**src/rtl/avalon_csr_bank.sv**
```systemverilog
// Avalon-MM register bank with read-write, read-only and W1C registers, byte enables and fixed read latency.
// Define CSR_BANK_IRQ_EN to add the IRQ mask register at address REGS_NUM and drive a masked interrupt.
module avalon_csr_bank #(
  parameter int                              ADDR_WIDTH   = 4,
  parameter int                              DATA_WIDTH   = 32,
  parameter int                              REGS_NUM     = 10,
  parameter logic [REGS_NUM-1:0]             REGS_RO      = '0,
  parameter logic [REGS_NUM-1:0]             REGS_W1C     = '0,
  parameter logic [REGS_NUM*DATA_WIDTH-1:0]  REGS_INIT    = '0,
  parameter int                              READ_LATENCY = 1
) (
  input  logic                           clk,
  input  logic                           rst_n,
  input  logic [ADDR_WIDTH-1:0]          av_address,
  input  logic                           av_read,
  input  logic                           av_write,
  input  logic [DATA_WIDTH/8-1:0]        av_byteenable,
  input  logic [DATA_WIDTH-1:0]          av_writedata,
  output logic [DATA_WIDTH-1:0]          av_readdata,
  output logic                           av_readdatavalid,
  input  logic [REGS_NUM*DATA_WIDTH-1:0] reg_in,
  input  logic [REGS_NUM*DATA_WIDTH-1:0] ev_in,
  output logic [REGS_NUM*DATA_WIDTH-1:0] reg_out,
  output logic [REGS_NUM-1:0]            reg_wr_strobe,
  output logic                           irq
);
  localparam int BYTES = DATA_WIDTH / 8;

  logic [DATA_WIDTH-1:0] be_mask;
  logic [DATA_WIDTH-1:0] wr_bits;
  logic [DATA_WIDTH-1:0] stored [REGS_NUM];
  logic [DATA_WIDTH-1:0] rd_val [REGS_NUM];
  logic [REGS_NUM-1:0]   strobe_d;
  logic [REGS_NUM-1:0]   strobe_q;
  logic [REGS_NUM-1:0]   w1c_any;
  logic [DATA_WIDTH-1:0] rd_data;
  logic                  s1_valid;
  logic [DATA_WIDTH-1:0] s1_data;
  logic                  unused_bits;

  always_comb begin
    be_mask = '0;
    for (int b = 0; b < BYTES; b++) be_mask[8*b +: 8] = {8{av_byteenable[b]}};
  end
  assign wr_bits = av_writedata & be_mask;

  for (genvar i = 0; i < REGS_NUM; i++) begin : g_reg
    localparam logic IS_RO  = REGS_RO[i];
    localparam logic IS_W1C = REGS_W1C[i] && !REGS_RO[i];
    logic hit;
    assign hit = av_write && (av_address == ADDR_WIDTH'(i));
    if (IS_RO) begin : g_ro
      assign stored[i]   = '0;
      assign rd_val[i]   = reg_in[DATA_WIDTH*i +: DATA_WIDTH];
      assign strobe_d[i] = 1'b0;
    end else begin : g_rw
      logic [DATA_WIDTH-1:0] q_r;
      // For W1C, the event OR is applied after the clear so a simultaneous set wins.
      always_ff @(posedge clk) begin
        if (!rst_n) begin
          q_r <= IS_W1C ? '0 : REGS_INIT[DATA_WIDTH*i +: DATA_WIDTH];
        end else if (IS_W1C) begin
          q_r <= (q_r & ~(hit ? wr_bits : '0)) | ev_in[DATA_WIDTH*i +: DATA_WIDTH];
        end else if (hit) begin
          q_r <= (q_r & ~be_mask) | wr_bits;
        end
      end
      assign stored[i]   = q_r;
      assign rd_val[i]   = q_r;
      assign strobe_d[i] = hit;
    end
    assign w1c_any[i] = IS_W1C && (|stored[i]);
    assign reg_out[DATA_WIDTH*i +: DATA_WIDTH] = stored[i];
  end

  always_ff @(posedge clk) begin
    if (!rst_n) strobe_q <= '0;
    else        strobe_q <= strobe_d;
  end
  assign reg_wr_strobe = strobe_q;

`ifdef CSR_BANK_IRQ_EN
  logic [DATA_WIDTH-1:0] mask_q;
  logic                  mask_hit;
  logic                  irq_q;
  assign mask_hit = av_write && (av_address == ADDR_WIDTH'(REGS_NUM));
  always_ff @(posedge clk) begin
    if (!rst_n) begin
      mask_q <= '0;
      irq_q  <= 1'b0;
    end else begin
      if (mask_hit) mask_q <= (mask_q & ~be_mask) | wr_bits;
      irq_q <= |(mask_q[REGS_NUM-1:0] & w1c_any);
    end
  end
  assign irq = irq_q;
  assign unused_bits = ^{reg_in, ev_in, mask_q};
`else
  assign irq = 1'b0;
  assign unused_bits = ^{reg_in, ev_in, w1c_any};
`endif

  // Unmatched addresses fall through to zero.
  always_comb begin
    rd_data = '0;
    for (int i = 0; i < REGS_NUM; i++) begin
      if (av_address == ADDR_WIDTH'(i)) rd_data = rd_val[i];
    end
`ifdef CSR_BANK_IRQ_EN
    if (av_address == ADDR_WIDTH'(REGS_NUM)) rd_data = mask_q;
`endif
  end

  always_ff @(posedge clk) begin
    if (!rst_n) begin
      s1_valid <= 1'b0;
      s1_data  <= '0;
    end else begin
      s1_valid <= av_read;
      s1_data  <= av_read ? rd_data : '0;
    end
  end

  if (READ_LATENCY == 2) begin : g_lat2
    logic                  s2_valid;
    logic [DATA_WIDTH-1:0] s2_data;
    always_ff @(posedge clk) begin
      if (!rst_n) begin
        s2_valid <= 1'b0;
        s2_data  <= '0;
      end else begin
        s2_valid <= s1_valid;
        s2_data  <= s1_data;
      end
    end
    assign av_readdatavalid = s2_valid;
    assign av_readdata      = s2_data;
  end else begin : g_lat1
    assign av_readdatavalid = s1_valid;
    assign av_readdata      = s1_data;
  end
endmodule

```
**config.mk**
```make
export PLATFORM = sky130hd
export DESIGN_NAME = avalon_csr_bank
export DESIGN_NICKNAME = d
export VERILOG_FILES = /design/src/rtl/avalon_csr_bank.sv
export SDC_FILE = /design/constraint.sdc
export NUM_CORES = 1
export LEC_CHECK = 0
export CAP_MARGIN = 20
export CORE_AREA = 5 5 402 404
export DETAILED_ROUTE_END_ITERATION = 10
export DIE_AREA = 0 0 407 409
export GPL_TIMING_DRIVEN = 0
export PLACE_DENSITY = 0.37
export RECOVER_POWER = 50
export SYNTH_ARGS = -nofsm -noshare
export SYNTH_HDL_FRONTEND = slang
export SYNTH_SLANG_ARGS = --single-unit
```
**constraint.sdc**
```tcl
create_clock -name clk -period 1.95 [get_ports clk]
set_input_delay 0.39 -clock clk [delete_from_list [all_inputs] [get_ports clk]]
set_output_delay 0.39 -clock clk [all_outputs]
set_load 0.05 [all_outputs]
```
==> impl_metrics.csv, run 1 <==
group,metric,value,unit
pwr,total_leakage_power,8.16,nW
setup_path,cp_max_fo,10,
setup_path,cp-start-kind,"input pin",
sta,fin_setup_tns,-0.00725,ns
synth,synth_area,0.0167,sq mm
min_path,worstHoldPathType,"in2reg",
drt,postRouteAntennaNets,0,
setup_path,endpoint_kind,"flip-flop",
min_path,hold_depth,3,
grt,overflow,0,
drt,routed_via_density,3.84,
setup_path,reg2reg_to,"av_readdata[4]",
floorplanning,initial_utilization,10.6,%
synth,syn_area_per_cell,8.72,sq um
synth,synth_warnings,0,
cells_and_area,final_util,15.8,%
sta,finalHoldViolations,0,
synth,synth_edf_count,0,
clock_network,clkSlewWorstSetupHoldPaths,0.06,ns
clock_network,clock-sinks,363,
sta,worstMarginPinSlew,1.11,ns
setup_path,required,2.44,ns
cells_and_area,area_growth,49.3,%
synth,ys_ff_latch,363,
clock_network,cts_tree,"done",
grt,grt_antenna_before_repair,29,
setup_path,rrSetupSlack,0.33,ns
pwr,peakVddDrop,656,uV
run_status,status,"complete, but fails checks",
flow_run,drv_cap,0,
grt,grt_use_total,15.6,%
grt,grt_pass1_wl,174,mm
place,hpwl,109,mm
grt,grt_max_degree,15,
drt,avgRoutedWirePerCell,30.2,um
cells_and_area,final_nets,3029,
sta,fmax,511,MHz
floorplanning,pin_count,1048,
sta,worst_slack,-0.00725,ns
clock_network,clock_path_buffers,3,
drt,vias,17116,
clock_network,clock_latency,0.65,ns
sta,timing.final.crit_share,100,%
clock_network,clockRootBuffer,"clkbuf_16",
sta,fin_crit,1.96,ns
place,place.gp.congestion,0.813,
sta,slew_viol_final,0,
clock_network,ctsHtreeMaxLevel,2,
min_path,hold_start,"av_writedata[23]",
clock_network,numCtsBuffers,49,
setup_path,r2r_cells,3,
drt,firstDrtPassIters,5,
sta,setup_viol,1,
sta,fin_skew,0.0516,ns
synth,seq_area_frac_synth,43.5,%
setup_path,cp.arrival,2.45,ns
drt,drc,0,
setup_path,path_class,"in2reg",
floorplanning,fp.dieW,407,um
cells_and_area,drive_above_1_share,26.2,%
drt,wl,135,mm
place,port_buffers,372,
synth,yosysUniqueCellTypes,54,
drt,drt_iter0_markers,1554,
synth,synth_nets,2598,
floorplanning,die_y,409,um
synth,synth_cells,1914,
pwr,power_density,765,mW/mm^2
clock_network,ctsHoldBuffers,0,
sta,max_slew_margin,26.3,%
synth,synth-main-ff-cell,"dfxtp_1",
floorplanning,design.core.area,0.157,sq mm
synth,synthArstFlopShare,0,%
floorplanning,rows,146,
run_status,violations,"setup timing",
floorplanning,design.die.area,0.166,sq mm
grt,grt_pass1_vias,16793,
critical path, stage by stage:
cell	delay, ns
clkdlybuf4s50_1	0.67
nand2_2	0.29
clkbuf_1	0.43
a211o_1	0.38
o22ai_1	0.26
per-stage QoR:
step | std cells | power [mW] | worst slack (ns) | instance area (sq um) | hold slack [ns]
4_1_cts | 4452 | 19.4 | 0.000302 | 25000 | 0.197
5_1_grt | 4455 | 19.7 | -0.0110 | 24900 | 0.251
3_5_place_dp | 4361 | 9.79 | -2.44 | 23000 | 0.462
3_3_place_gp | 4358 | 9.78 | -2.53 | 23000 | 0.457
2_1_floorplan | 1914 | 8.71 | 0.256 | 16700 | 0.685
6_report | 4462 | 19.1 | -0.00725 | 24900 | 0.257
where the power goes:
group          internal [mW]  total, mW  leakage, nW  switching, mW
Sequential              7.48       7.56         2.93         0.0744
Clock                   5.49       9.45        0.795           3.95
Combinational          0.517       2.07         4.44           1.55
Total                   13.5       19.1         8.16           5.58
timing repair:
item | CTS | global route
gates resized for setup | 1311 | 62
pin swaps | 11 | 4
setup buffers | 5 | 0
setup endpoints to repair | 720 | 79
layer usage:
metal,global-route usage (%),wire [um],vias to the layer above
li1,-,-,7592
met5,0,72,-
met1,19.1,54500,8655
met2,26.0,63200,736
met4,3.09,3180,12
met3,6.03,13700,121
layout make-up:
type / count / area (sq um)
tap: 2072 / 2590
inverter: 2 / 7.51
buffer: 189 / 980
antenna: 10 / 25.0
clock inverter: 19 / 268
multi-input combinational: 1360 / 8790
clock buffer: 67 / 1340
timing repair buffer: 380 / 3650
sequential: 363 / 7280
fill: 17976 / 133000
cell families (layout without fill, tap and decap cells):
| family | count (synthesis) | after routing | share of synthesized area [%] |
|---|---|---|---|
| buffers and inverters | 191 | 657 | 4.99 |
| other | 1 | 11 | 0.0225 |
| multiplexers | 131 | 131 | 7.86 |
| flip-flops | 363 | 363 | 43.5 |
| AO/OA/AOI/OAI | 580 | 580 | 22.8 |
| AND/OR/NAND/NOR | 648 | 648 | 20.7 |
cells in the mapped netlist, types with 4 or more instances:
| library cell | number | area [sq um] |
|---|---|---|
| a211o_1 | 28 | 245 |
| a21boi_0 | 97 | 728 |
| a21boi_1 | 96 | 721 |
| a21oi_1 | 30 | 150 |
| a222oi_1 | 28 | 280 |
| and3_1 | 5 | 31.3 |
| buf_1 | 5 | 18.8 |
| buf_2 | 38 | 190 |
| buf_4 | 12 | 90.1 |
| clkbuf_1 | 130 | 488 |
| dfxtp_1 | 363 | 7270 |
| mux2i_1 | 130 | 1300 |
| nand2_1 | 290 | 1090 |
| nand2b_1 | 32 | 200 |
| nand3_1 | 5 | 25.0 |
| nand3_2 | 8 | 80.1 |
| nand3b_1 | 28 | 210 |
| nor2_1 | 20 | 75.1 |
| nor2_2 | 6 | 37.5 |
| nor2_4 | 16 | 180 |
| nor2b_1 | 159 | 995 |
| nor3_1 | 34 | 170 |
| nor3_4 | 4 | 65.1 |
| o21ai_0 | 182 | 911 |
| o21ai_1 | 10 | 50.1 |
| o221ai_1 | 4 | 35.0 |
| o22ai_1 | 85 | 532 |
| or2_2 | 29 | 181 |
layout by cell type, fill, tap and decap left out, drive strengths merged, types with 2 or more instances in the layout:
cell type / n
a211o: 28
a21boi: 193
a21o: 2
a21oi: 30
a222oi: 28
a22oi: 2
a2bb2oi: 2
a31oi: 3
and3: 5
and3b: 2
buf: 108
bufinv: 5
clkbuf: 242
clkdlybuf4s15: 244
clkdlybuf4s18: 16
clkdlybuf4s50: 4
clkinv: 12
dfxtp: 363
diode: 10
dlygate4sd2: 22
inv: 4
mux2i: 130
nand2: 290
nand2b: 33
nand3: 13
nand3b: 28
nand4bb: 3
nor2: 42
nor2b: 159
nor3: 38
o211ai: 2
o21ai: 192
o221ai: 4
o22ai: 85
o311a: 2
or2: 29
or4b: 3
worst max path at each step:
| stage | from | end | slack, ns | depth (start not counted) |
|---|---|---|---|---|
| CTS | flip-flop | reg_out[142] | 0.0003 | 1 |
| global placement | av_address[1] | av_readdata[3] | -2.53 | 8 |
| global route | av_address[1] | av_readdata[10] | -0.01 | 8 |
| floorplan | av_address[2] | av_readdata[10] | 0.26 | 8 |
| finish | av_read | av_readdata[27] | -0.007 | 5 |
| detailed placement | av_address[1] | av_readdata[4] | -2.44 | 8 |
No activity file was read; power rests on OpenSTA's default activity.
==> run 2, diff against run 1 <==
--- a/config.mk
+++ b/config.mk
@@ -5,12 +5,13 @@
 export SDC_FILE = /design/constraint.sdc
 export NUM_CORES = 1
 export LEC_CHECK = 0
+export ABC_AREA = 1
 export CAP_MARGIN = 20
-export CORE_AREA = 5 5 402 404
+export CORE_AREA = 5 5 400 402
 export DETAILED_ROUTE_END_ITERATION = 10
-export DIE_AREA = 0 0 407 409
+export DIE_AREA = 0 0 405 407
 export GPL_TIMING_DRIVEN = 0
-export PLACE_DENSITY = 0.37
+export PLACE_DENSITY = 0.36
 export RECOVER_POWER = 50
 export SYNTH_ARGS = -nofsm -noshare
 export SYNTH_HDL_FRONTEND = slang
==> run 2 against run 1 <==
  * Hold slack worse by 0.036 ns
  * Non-clock buffer count is 16 lower
  * Routed wire length is 8.3% lower
  * Clock-buffer cell count is 1 lower
  * Sequential power hardly changed
  * The flow still finishes with violations (setup timing)
  * Combinational power is 22% lower
  * Register-to-register slack worse by 0.34 ns
==> impl_metrics.csv, run 2 <==
group,metric,value,unit
run_status,status,"complete, but fails checks",
run_status,violations,"setup timing",
drt,avgRoutedWirePerCell,26.6,um
cells_and_area,final_nets,3217,
cells_and_area,nFillCells,18027,
grt,grt_pass1_wl,160,mm
synth,synth-main-ff-cell,"dfxtp_1",
clock_network,clock_latency,0.63,ns
synth,synth_most_common_cell,"nor2_1",
floorplanning,design.die.area,0.165,sq mm
drt,firstDrtPassIters,7,
clock_network,clockRootBuffer,"clkbuf_16",
pwr,total_leakage_power,8.15,nW
drt,wl,123,mm
setup_path,rrSetupSlack,-0.006,ns
clock_network,clock_path_buffers,3,
cells_and_area,design_area,0.0233,sq mm
setup_path,endpoint_kind,"flip-flop",
place,dp_cells,4517,
sta,fin_crit,1.96,ns
clock_network,numCtsBuffers,47,
drt,vias,16748,
floorplanning,pin_count,1048,
sta,timing.final.crit_share,100,%
setup_path,required,2.45,ns
grt,use_met3,5.51,%
cells_and_area,drive_above_1_share,21.9,%
drt,routed_via_density,3.61,
drt,postRouteAntennaNets,0,
pwr,switching_share,29.0,%
cells_and_area,area_growth,58.2,%
setup_path,crit_path_cell_trace,"nand3_1 > nand2_1 > nor2_1 > nand4_1 > nor2_1 > nand4_1 > nand2_1 > inv_1",
sta,worstMarginPinSlew,1.05,ns
floorplanning,fp.dieW,405,um
sta,finalHoldViolations,0,
pwr,p_comb_share,8.9,%
floorplanning,initial_utilization,9.47,%
sta,fin_skew,0.0344,ns
pwr,power_density,773,mW/mm^2
pwr,internal_power,12.8,mW
clock_network,ctsHtreeMaxLevel,2,
cells_and_area,area.sequential,0.00728,sq mm
place,hpwl,101,mm
cells_and_area,stdcell_count,4635,
setup_path,cp_top_family,"simple AND/OR/NAND/NOR gates",
grt,overflow,0,
cells_and_area,final_cell_mix,"nor2_1 (400), dfxtp_1 (358), nand2_1 (315), clkdlybuf4s15_2 (248), a21oi_1 (244)",
floorplanning,die_y,407,um
setup_path,slowest_stage,"nor2_1",
grt,grt_antenna_before_repair,26,
clock_network,clock-sinks,363,
synth,synth_warnings,0,
synth,synthArstFlopShare,0,%
synth,synth_nets,2760,
sta,fin_setup_tns,-0.00588,ns
grt,busiest_layer,"met2",
grt,grt_pass1_vias,16609,
place,pre_cts_slack,-2.23,ns
floorplanning,design.core.area,0.156,sq mm
sta,fmax,511,MHz
drt,drt_iter0_markers,1346,
setup_path,cp-start-kind,"flip-flop",
grt,grt_use_total,14.4,%
sta,slew_viol_final,0,
pwr,peakVddDrop,556,uV
pwr,total_power,18.0,mW
synth,synth.top_cell.area_share,49.3,%
setup_path,path_class,"reg2reg",
synth,synth_cells,2076,
flow_run,drv_cap,0,
sta,worst_slack,-0.00588,ns
synth,synth_area,0.0147,sq mm
place,placed_area,0.0212,sq mm
grt,grt_max_degree,14,
synth,synth.top_cells.by_count,"nor2_1 (406), dfxtp_1 (363), nand2_1 (325)",
synth,seq_area_frac_synth,49.3,%
clock_network,cts_tree,"done",
synth,ys_ff_latch,363,
setup_path,cp_max_fo,3,
cells_and_area,multi_input_area,0.00667,sq mm
min_path,worstHoldPathType,"in2reg",
pwr,power_frac_clock,49.0,%
place,place.gp.congestion,0.846,
grt,use_met1,17.4,%
cells_and_area,mostFrequentLayoutCell,"nor2_1",
synth,yosysUniqueCellTypes,18,
setup_path,cp.arrival,2.46,ns
clock_network,clkSlewWorstSetupHoldPaths,0.06,ns
synth,synth_edf_count,0,
clock_network,ctsHoldBuffers,0,
synth,yosysTopAreaCell,"dfxtp_1",
sta,rsz0062_at_grt,"yes",
floorplanning,rows,145,
synth,syn_area_per_cell,7.10,sq um
setup_path,path_buf_inv,1,
cells_and_area,final_util,15.0,%
drt,drc,0,
sta,setup_viol,1,
place,port_buffers,371,
pwr,seqPwrFrac,42.1,%
pwr,netSwitchingPower,5.23,mW
synth,synth_area_leaders,"dfxtp_1 (49%), nor2_1 (10%), a21oi_1 (8.4%), nand2_1 (8.3%), o21ai_0 (6.5%)",
sta,max_slew_margin,30.0,%
sta,hold_slack,0.221,ns
grt,met2_usage,23.5,%
setup_path,slowest_delay,0.46,ns
## run 2: logic make-up after synthesis
logic type / Yosys count / synth area share (%)
flip-flops: 363 / 49.3
AND/OR/NAND/NOR: 986 / 27.9
other: 1 / 0.0254
AO/OA/AOI/OAI: 473 / 16.1
buffers and inverters: 253 / 6.67
## run 2: tightest hold or removal path, delay by kind of cell
| family | cells | cell delay, ns |
|---|---|---|
| simple gates | 2 | 0.21 |
| buf+inv | 1 | 0.21 |
## run 2: repair_timing
action	CTS	global route
pin swaps	15	5
resized for setup	1164	72
endpoints found under the setup margin	715	167
buffers inserted	19	6
## run 2: power by group through the flow
| stage | clock network (mW) | registers [mW] | logic, mW |
|---|---|---|---|
| 6_report | 8.84 | 7.58 | 1.61 |
| 5_1_grt | 9.37 | 7.59 | 1.69 |
| 4_1_cts | 9.10 | 7.59 | 1.62 |
| 3_5_place_dp | 0 | 7.75 | 1.60 |
| 3_3_place_gp | 0 | 7.75 | 1.56 |
| 2_1_floorplan | 0 | 7.99 | 0.476 |
## run 2: layer usage
metal  part of all wire, %  routed length, um
met5                 0.032                 40
met2                    46              56200
met1                    41              50600
met3                   9.5              11800
met4                   3.9               4850
## run 2: final timing paths
kind / startpoint / endpoint / cells past startpoint
min: av_writedata[1] / flip-flop / 3
max reg2reg: flip-flop / av_readdata[12] / 8
min reg2reg: flip-flop / flip-flop / 2
max: flip-flop / av_readdata[12] / 8
## run 2: final cells by class
| type | instances | area share (%) |
|---|---|---|
| diodes | 14 | 0.150 |
| plain buffers | 144 | 2.90 |
| clock buffers | 66 | 5.83 |
| clock inverters | 13 | 0.596 |
| inverters | 108 | 1.76 |
| multi-input cells | 1460 | 28.6 |
| flip-flops and latches | 363 | 31.2 |
| well taps | 2058 | 11.0 |
| repair buffers | 409 | 17.9 |
==> run 3, diff against run 2 <==
--- a/config.mk
+++ b/config.mk
@@ -6,11 +6,12 @@
 export NUM_CORES = 1
 export LEC_CHECK = 0
 export ABC_AREA = 1
-export CAP_MARGIN = 20
+export CAP_MARGIN = 0
 export CORE_AREA = 5 5 400 402
 export DETAILED_ROUTE_END_ITERATION = 10
 export DIE_AREA = 0 0 405 407
 export GPL_TIMING_DRIVEN = 0
+export MAX_ROUTING_LAYER = met4
 export PLACE_DENSITY = 0.36
 export RECOVER_POWER = 50
 export SYNTH_ARGS = -nofsm -noshare
==> run 3 against run 2 <==
  * The run still ends with setup timing left
  * Die area did not move
  * Sequential share of layout area grew 0.38 points
  * Critical path depth stayed put
  * Routed wire length is 0.13% higher
  * Utilization is 0.19 points lower
  * Cell count hardly changed
  * Largest cell class unchanged
  * Largest power group unchanged
==> impl_metrics.csv, run 3 (synthesis gave the netlist of run 2 again) <==
group,metric,value,unit
drt,vias,16744,
cells_and_area,design_area,0.0230,sq mm
sta,max_slew_margin,15.5,%
pwr,peakVddDrop,583,uV
clock_network,cts_tree,"done",
floorplanning,die_y,407,um
setup_path,cp-start-kind,"flip-flop",
pwr,power_density,810,mW/mm^2
cells_and_area,area_growth,56.3,%
cells_and_area,final_cell_mix,"nor2_1 (402), dfxtp_1 (359), nand2_1 (315), a21oi_1 (244), clkdlybuf4s15_2 (237)",
setup_path,rrSetupSlack,-0.03,ns
clock_network,ctsHtreeMaxLevel,2,
clock_network,numCtsBuffers,47,
sta,rsz0062_at_grt,"no",
sta,worst_slack,-0.0316,ns
setup_path,cp_max_fo,3,
setup_path,crit_path_cell_trace,"nand3_1 > nand2_1 > nor2_1 > nand4_1 > nor2_1 > nand4_1 > nand2_1 > inv_1",
grt,grt_use_total,14.9,%
setup_path,slowest_delay,0.46,ns
floorplanning,fp.dieW,405,um
floorplanning,pin_count,1048,
clock_network,ctsHoldBuffers,0,
pwr,p_comb_share,8.3,%
place,pre_cts_slack,-2.26,ns
flow_run,drv_cap,0,
drt,drt_iter0_markers,1096,
place,placed_area,0.0210,sq mm
grt,grt_antenna_before_repair,26,
cells_and_area,area.sequential,0.00727,sq mm
floorplanning,design.die.area,0.165,sq mm
drt,avgRoutedWirePerCell,26.7,um
pwr,power_frac_clock,51.1,%
clock_network,clock_path_buffers,3,
grt,grt_pass1_vias,16828,
setup_path,path_class,"reg2reg",
min_path,hold_start,"av_write",
place,port_buffers,371,
grt,overflow,0,
clock_network,clockRootBuffer,"clkbuf_16",
run_status,violations,"setup timing",
setup_path,path_buf_inv,1,
cells_and_area,stdcell_count,4632,
sta,worstMarginPinSlew,1.27,ns
drt,drc,0,
pwr,switching_share,29.0,%
sta,hold_slack,0.197,ns
setup_path,cp_top_family,"simple AND/OR/NAND/NOR gates",
clock_network,clkSlewWorstSetupHoldPaths,0.06,ns
sta,timing.final.crit_share,102,%
place,dp_cells,4505,
sta,fin_skew,0.0382,ns
cells_and_area,multi_input_area,0.00662,sq mm
min_path,worstHoldPathType,"in2reg",
cells_and_area,final_util,14.8,%
pwr,total_power,18.7,mW
grt,grt_pass1_wl,160,mm
setup_path,required,2.49,ns
drt,firstDrtPassIters,5,
floorplanning,rows,145,
cells_and_area,drive_above_1_share,21.6,%
cells_and_area,mostFrequentLayoutCell,"nor2_1",
setup_path,endpoint_kind,"flip-flop",
run_status,status,"complete, but fails checks",
place,hpwl,99.8,mm
floorplanning,design.core.area,0.156,sq mm
floorplanning,initial_utilization,9.47,%
drt,wl,124,mm
pwr,seqPwrFrac,40.6,%
pwr,internal_power,13.2,mW
sta,slew_viol_final,0,
cells_and_area,final_nets,3199,
clock_network,clock_latency,0.65,ns
grt,grt_max_degree,15,
sta,fmax,505,MHz
setup_path,slowest_stage,"nor2_1",
pwr,netSwitchingPower,5.42,mW
place,place.gp.congestion,0.859,
sta,fin_setup_tns,-0.0398,ns
sta,fin_crit,1.98,ns
drt,routed_via_density,3.61,
sta,setup_viol,2,
setup_path,cp.arrival,2.52,ns
clock_network,clock-sinks,363,
drt,postRouteAntennaNets,0,
cells_and_area,nFillCells,18042,
pwr,total_leakage_power,8.05,nW
sta,finalHoldViolations,0,
## run 3: cell count changes in the layout (fill, tap and decap cells not counted), moves of 8 or more
cell             previous run  this run
buf_8                      10         0
nor2_4                     28        20
o21ai_0                   192       206
clkbuf_2                   45        60
diode_2                    14        23
o21ai_1                    34        20
inv_1                      77        85
clkdlybuf4s15_2           248       237
## run 3: power groups by stage
stage                     combinational [mW]  clock (mW)  sequential (mW)
after detailed placement                1.56           0             7.75
final                                   1.54        9.53             7.58
after CTS                               1.57        9.75             7.59
after global routing                    1.63        10.0             7.59
after floorplan                        0.476           0             7.99
after global placement                  1.56           0             7.75
## run 3: final cells by class
| class | count | share of cell area [%] |
|---|---|---|
| antenna | 23 | 0.250 |
| buffer | 145 | 2.91 |
| clock buffer | 66 | 5.94 |
| clock inverter | 19 | 1.15 |
| inverter | 108 | 1.77 |
| multi-input combinational | 1460 | 28.8 |
| sequential | 363 | 31.6 |
| tap | 2058 | 11.2 |
| timing repair buffer | 390 | 16.5 |
## run 3: layer usage
| metal | vias up | wire [um] | GRT usage [%] |
|---|---|---|---|
| met4 | 0 | 5680 | 6.17 |
| met2 | 675 | 55300 | 22.9 |
| met5 | - | 0 | - |
| met1 | 8131 | 49800 | 17.1 |
| met3 | 179 | 12900 | 6.31 |
| li1 | 7759 | - | - |
## run 3: path summary, 6_finish.rpt
kind,endpoint,cells past startpoint
worst max-delay path,av_readdata[12],8
worst min-delay path,reg_wr_strobe[1],3
worst max register to register,av_readdata[12],8
worst min register to register,flip-flop,2
## run 3: timing repair
action,in CTS,in global routing
endpoints found under the hold margin,0,0
setup endpoints to repair,710,136
resized for setup,1250,62
setup buffers,16,3
pin swaps,10,7
## run 3: worst min-delay path, stage by stage
cell and delay (ns):
dlymetal6s2s_1 0.20, nand2_1 0.15, nor2_1 0.05
